<file path="config.mk">
export PLATFORM = sky130hd
export DESIGN_NAME = line_burst_adaptor
export DESIGN_NICKNAME = d
export VERILOG_FILES = /design/src/rtl/line_burst_adaptor.sv
export SDC_FILE = /design/constraint.sdc
export NUM_CORES = 1
export LEC_CHECK = 0
export ABC_AREA = 1
export CAP_MARGIN = 10
export CORE_AREA = 2 2 281 283
export DETAILED_ROUTE_END_ITERATION = 7
export DIE_AREA = 0 0 283 285
export GPL_TIMING_DRIVEN = 0
export PLACE_DENSITY = 0.56
export SLEW_MARGIN = 10
export SYNTH_ARGS = -nofsm -noshare
export SYNTH_HDL_FRONTEND = slang
export SYNTH_SLANG_ARGS = --single-unit
</file>
<file path="constraint.sdc">
create_clock -name clk -period 3.1 [get_ports clk]
set_input_delay 0.62 -clock clk [delete_from_list [all_inputs] [get_ports clk]]
set_output_delay 0.62 -clock clk [all_outputs]
set_load 0.05 [all_outputs]
</file>
<file path="src/rtl/line_burst_adaptor.sv">
// line_burst_adaptor
//
// Memory-side responder for the data cache's physical-memory line port.
// Accepts one cache-line read or write, runs it as a BEATS-long burst on
// the main-memory bus, then pulses line_resp for one cycle.
//
// Ports:
//   clk            rising-edge clock
//   rst            asynchronous, active-low reset
//   line_read      cache line read request (held until line_resp)
//   line_write     cache line write request (held until line_resp)
//   line_address   line address; offset bits are dropped on acceptance
//   line_wdata     line to write
//   line_rdata     last assembled read line
//   line_resp      single-cycle completion pulse
//   burst_read     memory burst read strobe
//   burst_write    memory burst write strobe
//   burst_address  line-aligned burst address (latched)
//   burst_wdata    current write beat
//   burst_rdata    read beat, valid while burst_resp is high
//   burst_resp     one beat transferred this cycle
module line_burst_adaptor #(
    parameter int LINE_WIDTH  = 256,
    parameter int BURST_WIDTH = 64,
    parameter int OFFSET_BITS = 5
) (
    input  logic                   clk,
    input  logic                   rst,
    input  logic                   line_read,
    input  logic                   line_write,
    input  logic [31:0]            line_address,
    input  logic [LINE_WIDTH-1:0]  line_wdata,
    output logic [LINE_WIDTH-1:0]  line_rdata,
    output logic                   line_resp,
    output logic                   burst_read,
    output logic                   burst_write,
    output logic [31:0]            burst_address,
    output logic [BURST_WIDTH-1:0] burst_wdata,
    input  logic [BURST_WIDTH-1:0] burst_rdata,
    input  logic                   burst_resp
);

    localparam int BEATS = LINE_WIDTH / BURST_WIDTH;
    localparam int CNT_W = (BEATS > 1) ? $clog2(BEATS) : 1;

    localparam logic [1:0] S_IDLE     = 2'd0;
    localparam logic [1:0] S_RD_BURST = 2'd1;
    localparam logic [1:0] S_WR_BURST = 2'd2;
    localparam logic [1:0] S_RESP     = 2'd3;

    logic [1:0]            state_reg, state_next;
    logic [CNT_W-1:0]      cnt_reg, cnt_next;
    logic [31:0]           addr_reg, addr_next;
    logic [LINE_WIDTH-1:0] wdata_reg, wdata_next;

    logic in_burst;
    logic last_beat;

    assign in_burst  = (state_reg == S_RD_BURST) || (state_reg == S_WR_BURST);
    assign last_beat = (cnt_reg == CNT_W'(BEATS - 1));

    always_comb begin
        state_next = state_reg;
        cnt_next   = cnt_reg;
        addr_next  = addr_reg;
        wdata_next = wdata_reg;
        case (state_reg)
            S_IDLE: begin
                // Read has priority; a simultaneous write is not captured.
                if (line_read) begin
                    addr_next  = {line_address[31:OFFSET_BITS], {OFFSET_BITS{1'b0}}};
                    cnt_next   = '0;
                    state_next = S_RD_BURST;
                end else if (line_write) begin
                    addr_next  = {line_address[31:OFFSET_BITS], {OFFSET_BITS{1'b0}}};
                    wdata_next = line_wdata;
                    cnt_next   = '0;
                    state_next = S_WR_BURST;
                end
            end
            S_RD_BURST, S_WR_BURST: begin
                if (burst_resp) begin
                    // Counter is exactly log2(BEATS) wide, so it wraps to 0
                    // on the last beat by itself.
                    cnt_next = cnt_reg + 1'b1;
                    if (last_beat) begin
                        state_next = S_RESP;
                    end
                end
            end
            default: begin
                state_next = S_IDLE;
            end
        endcase
    end

    always_ff @(posedge clk or negedge rst) begin
        if (!rst) begin
            state_reg <= S_IDLE;
            cnt_reg   <= '0;
            addr_reg  <= '0;
            wdata_reg <= '0;
        end else begin
            state_reg <= state_next;
            cnt_reg   <= cnt_next;
            addr_reg  <= addr_next;
            wdata_reg <= wdata_next;
        end
    end

    // Per-beat slices: write beats are views of the latched line, read
    // beats are individually captured registers.
    logic [BURST_WIDTH-1:0] wbeat [BEATS];

    generate
        for (genvar gi = 0; gi < BEATS; gi++) begin : g_slot
            logic [BURST_WIDTH-1:0] slot_reg;

            always_ff @(posedge clk or negedge rst) begin
                if (!rst) begin
                    slot_reg <= '0;
                end else if ((state_reg == S_RD_BURST) && burst_resp &&
                             (cnt_reg == CNT_W'(gi))) begin
                    slot_reg <= burst_rdata;
                end
            end

            assign line_rdata[gi*BURST_WIDTH +: BURST_WIDTH] = slot_reg;
            assign wbeat[gi] = wdata_reg[gi*BURST_WIDTH +: BURST_WIDTH];
        end
    endgenerate

    // Every burst-side output is a decode of registered state.
    assign burst_read    = (state_reg == S_RD_BURST);
    assign burst_write   = (state_reg == S_WR_BURST);
    assign line_resp     = (state_reg == S_RESP);
    assign burst_address = addr_reg;
    assign burst_wdata   = wbeat[cnt_reg];

    logic unused_in_burst;
    assign unused_in_burst = in_burst;

endmodule

</file>
== Word level (Yosys, flattened, before mapping) ==
Index checks and enable logic that the tools add are counted.

* Multiplexer cells: 14
* Reductions and logical operators: 14
* $lt $le $gt $ge: 1
* Bitwise operators: 2
* Add/subtract/negate cells: 1
* Eq/ne operators: 9

{| class="wikitable"
|+ Operators by type and width
! operator !! number
|-
| binary-select mux 64 bit (select 2 bit) || 1
|-
| two-way mux 64 bit || 2
|-
| two-way mux 32 bit || 2
|-
| two-way mux 2 bit || 7
|-
| AND reduction 3 bit || 3
|-
| equality test 2 bit, second input constant || 4
|-
| one-hot mux 2 bit (2 select lines) || 2
|-
| logical AND 1 bit || 5
|-
| equality test 2 x 1 -> 1 bit, second input constant || 2
|-
| logical NOT 2 bit || 2
|-
| != test 2 bit, second input constant || 2
|-
| nonzero test 2 bit || 2
|-
| greater-or-equal comparator 3 bit, second input constant || 1
|-
| != test 3 bit, second input constant || 1
|-
| NOT 2 -> 3 bit || 1
|-
| adder 2 x 1 -> 2 bit, second input constant || 1
|-
| AND reduction 2 bit || 1
|-
| OR reduction 2 bit || 1
|-
| NOT 1 bit || 1
|}

* Logic and storage cells: 49
* Input bits: 357
* Bits in registers: 548

== Depth between registers and ports, before layout ==
* Depth in word-level cells: 4
* Depth in mapped cells: 10
* Gate-level depth less buffers: 7

== Least setup slack after synthesis ==
OpenSTA, ideal clock, no wires.

* Path kind: register to output
* Start point: reg cnt_reg[0]
* End point: out burst_wdata[10]
* Required time: 2.480 ns
* Data arrival time: 1.376 ns
* Cell stages (with the launch flop): 8
* Slack: 1.104 ns
* Cells stage by stage: dfrtp_1 inv_2 buf_6 buf_6 buf_6 a21oi_2 o21ai_1 nand2_1

* Longest elaborated chain between the ends: 4

{| class="wikitable"
|+ RTL lines
! what !! line !! text
|-
| from (decl) || 52 || <nowiki>logic [CNT_W-1:0] cnt_reg, cnt_next;</nowiki>
|-
| from (signal assigned) || 105 || <nowiki>cnt_reg <= cnt_next;</nowiki>
|-
| NOT 2 -> 3 bit (not written as such) || 138 || <nowiki>assign burst_wdata = wbeat[cnt_reg];</nowiki>
|-
| binary-select mux 64 bit (select 2 bit) || 138 ||
|-
| two-way mux 64 bit (not written as such) (2 in a row) || 138 ||
|-
| to (decl) || 38 || <nowiki>output logic [BURST_WIDTH-1:0] burst_wdata,</nowiki>
|}

No other way between the ends. The select of a mux whose other input is x is not followed.

== Worst setup path after layout ==
* Start point: reg cnt_reg[0]
* End point: out burst_wdata[14]

Same word-level chain as after synthesis.

==> qor_table.md <==
| Item | This run | Unit |
|---|---|---|
| Number of vias after detailed routing | 20100 | - |
| CTS tree | yes | - |
| GRT Util Overall | 0.223 | - |
| RSZ-0062 raised after global routing | false | - |
| Area of the core region | 78000 | sq um |
| Routed wire length per instance | 20.4 | um |
| Num ports | 712 | - |
| Post-detailed-route count of antenna-violating nets | 0 | - |
| Post-Place Cells | 4337 | - |
| Synthesized area | 22600 | sq um |
| Standard cell area after detailed placement | 31100 | sq um |
| Kind of start point of the critical path | flip-flop | - |
| Critical Path Fanout Max | 10 | - |
| Antenna violations before repair | 34 | - |
| Pins Over Slew Limit | 0 | - |
| Power consumption | 38.7 | mW |
| Initial Utilization | 0.289 | - |
| Standard-cell rows | 103 | - |
| Area added between synthesis and finish | 47.0 | % |
| Count of H-tree levels built during CTS | 3 | - |
| Static leakage | 16.0 | nW |
| Share of synthesized area occupied by flip-flops and latches | 0.602 | - |
| Final Instance Area | 33200 | sq um |
| Transition time at the pin with the least slew margin | 0.758 | ns |
| Clock transition at the registers of the reported paths | 0.06 | ns |
| Root buffer selected by CTS | clkbuf_16 | - |
| Detail Placement HPWL | 69.7 | mm |
| Die area | 80700 | sq um |
| Yosys warnings | 0 | - |
| Cell taking the most area after synthesis | dfrtp_1 | - |
| Ratio of total power to cell area | 1170 | nW/um^2 |
| Data arrival time of the worst path | 2.42 | ns |
| Min setup slack post-route | 0.0648 | ns |
| Maximum ir drop on the vdd rail | 0.783 | mV |
| Fmax | 329 | MHz |
| Number of filler cells placed in the layout | 7948 | - |
| Setup crit end kind | primary output | - |
| Pin count of the biggest net entering global routing | 98 | - |
| Post-synthesis cell count | 2576 | - |
| IO buf count | 701 | - |
| Remaining max-slew budget at the tightest pin | 0.493 | - |
| Buffers inserted during post-CTS setup optimization | 0 | - |
| Final-report hold violation count | 0 | - |
| Clock latency at the later pin of the worst-skew pair | 0.60 | ns |
| Final number of setup-violating endpoints | 0 | - |
| Number of register bits inferred by synthesis | 543 | - |
| Post-synth top area share | 0.602 | - |
| Overall overflow remaining after global route | 0 | - |
| Data required time at the worst endpoint | 2.48 | ns |
| Most frequent cells in the layout | clkdlybuf4s50_1 (636), nand2_1 (586), dfrtp_1 (542) | - |
| Total wire length after detailed routing | 91.2 | mm |
| Mean Syn Cell Area | 8.76 | sq um |
| Number of design-rule violations left by the first detailed-router iteration | 1154 | - |
| Maximum capacitance violations | 0 | - |
| Drt first pass iters | 5 | - |
| Sinks on Clock Net | 543 | - |
| Nets@finish | 3724 | - |
| Width of the die | 283 | um |
| Setup skew after layout | 0.0187 | ns |
| Clock period minus final worst setup slack | 3.04 | ns |
| Number of buffers created by CTS | 67 | - |
| Final Cycle Share | 0.979 | - |
| Layout cells sized above 1 | 0.0927 | - |
| Synth top area cells | dfrtp_1 (60%), o21ai_0 (12%), nand2_1 (9.7%), inv_1 (5.5%), nor2_1 (3.3%) | - |
| Vias per std cell | 4.50 | - |
| Placer's final routability congestion estimate | 0.832 | - |
| Leading cell type in the layout, fill and taps excluded | clkdlybuf4s50_1 | - |
| Deepest clock path buffer count | 3 | - |
| Die boundary height | 285 | um |
| DP Worst Slack | -0.790 | ns |
| Number of global-route vias before repair | 20500 | - |
| Fin cells | 4471 | - |
| Post-layout utilization of the core | 0.425 | - |
| Type of the setup path with the least slack | flip-flop to primary output | - |
| Remaining routing DRC violations | 0 | - |
| Number of distinct library cells after synthesis | 19 | - |
| Result of the run | finished, final reports clean | - |
| Type of the tightest min-delay check | flip-flop to flip-flop | - |
| First-pass GRT wire length | 135 | mm |
-- area by class of cell --
type	count	area (sq um)	area share
Tap cell	1050	1310	0.0396
Multi-Input combinational cell	1539	6960	0.210
Buffer	167	880	0.0265
Antenna cell	13	32.5	0.000981
Clock buffer	93	1860	0.0562
Clock inverter	27	345	0.0104
Timing Repair Buffer	708	6940	0.209
Sequential cell	543	13600	0.410
Inverter	331	1240	0.0375
-- path summary, 6_finish.rpt --
check                                                   start                                 end  slack, ns  cells past startpoint
worst max-delay path                   cnt_reg[0]$_DFFE_PN0P_                     burst_wdata[14]       0.06                      8
worst min-delay path            burst_address[10]$_DFFE_PN0P_       burst_address[10]$_DFFE_PN0P_       0.47                      2
worst max register to register         cnt_reg[0]$_DFFE_PN0P_  g_slot[2].slot_reg[18]$_DFFE_PN0P_       0.47                      9
worst min register to register  burst_address[10]$_DFFE_PN0P_       burst_address[10]$_DFFE_PN0P_       0.47                      2
max in group asynchronous                                 rst  g_slot[0].slot_reg[22]$_DFFE_PN0P_       0.87                      5
min in group asynchronous                                 rst           wdata_reg[12]$_DFFE_PN0P_       0.53                      2
-- cell families (layout without fill, tap and decap cells) --
logic type               count (synthesis)  after routing  synth area share
AND/OR/NAND/NOR                        818            818             0.138
AO/OA/AOI/OAI                          706            706             0.163
flip-flops                             543            543             0.602
buffers and inverters                  498           1326            0.0906
adder cells (fa/ha/maj)                 10             10           0.00554
other                                    1             18          0.000166
-- critical path, stage by stage, from the launching register on --
cell	delay (ns)
dfrtp_2	0.49
inv_2	0.15
buf_6	0.21
buf_12	0.18
buf_8	0.18
a21oi_2	0.06
o21ai_1	0.18
nand2_1	0.11
buf_2	0.23
-- repair_timing --
item / 4_1_cts / 5_1_grt
gates resized for setup: 361 / 16
endpoints found under the setup margin: 64 / 16
hold buffers: 1 / 0
pin swaps: 0 / 0
hold endpoints to repair: 47 / 0
cloned: 0 / 0
-- cells in the mapped netlist (all sizes together) --
master / instances
buf: 99
o21ai: 576
nand4: 2
nor2: 196
nand3: 34
a21oi: 130
inv: 331
conb: 1
dfrtp: 543
nand2: 586
ha: 10
clkbuf: 68
-- layer usage --
metal | part of all wire | GRT usage | wire length (um)
met1 | 0.40 | 0.264 | 36400
met2 | 0.48 | 0.380 | 44200
met3 | 0.082 | 0.0750 | 7510
met4 | 0.031 | 0.0751 | 2850
met5 | 0.0029 | 0 | 264
-- stage by stage --
step	setup TNS [ns]	hold WS, ns
3_5_place_dp	-7.45	0.457
5_1_grt	0	0.482
6_report	0	0.468
2_1_floorplan	0	0.324
3_3_place_gp	-	0.455
4_1_cts	0	0.472
-- power breakdown --
part	leakage, nW	internal (mW)	switching [mW]
combinational	8.14	5.61	13.6
clock	1.08	4.74	3.21
sequential	6.80	10.1	1.51
total	16.0	20.4	18.3
No activity file was read; power rests on OpenSTA's default activity.
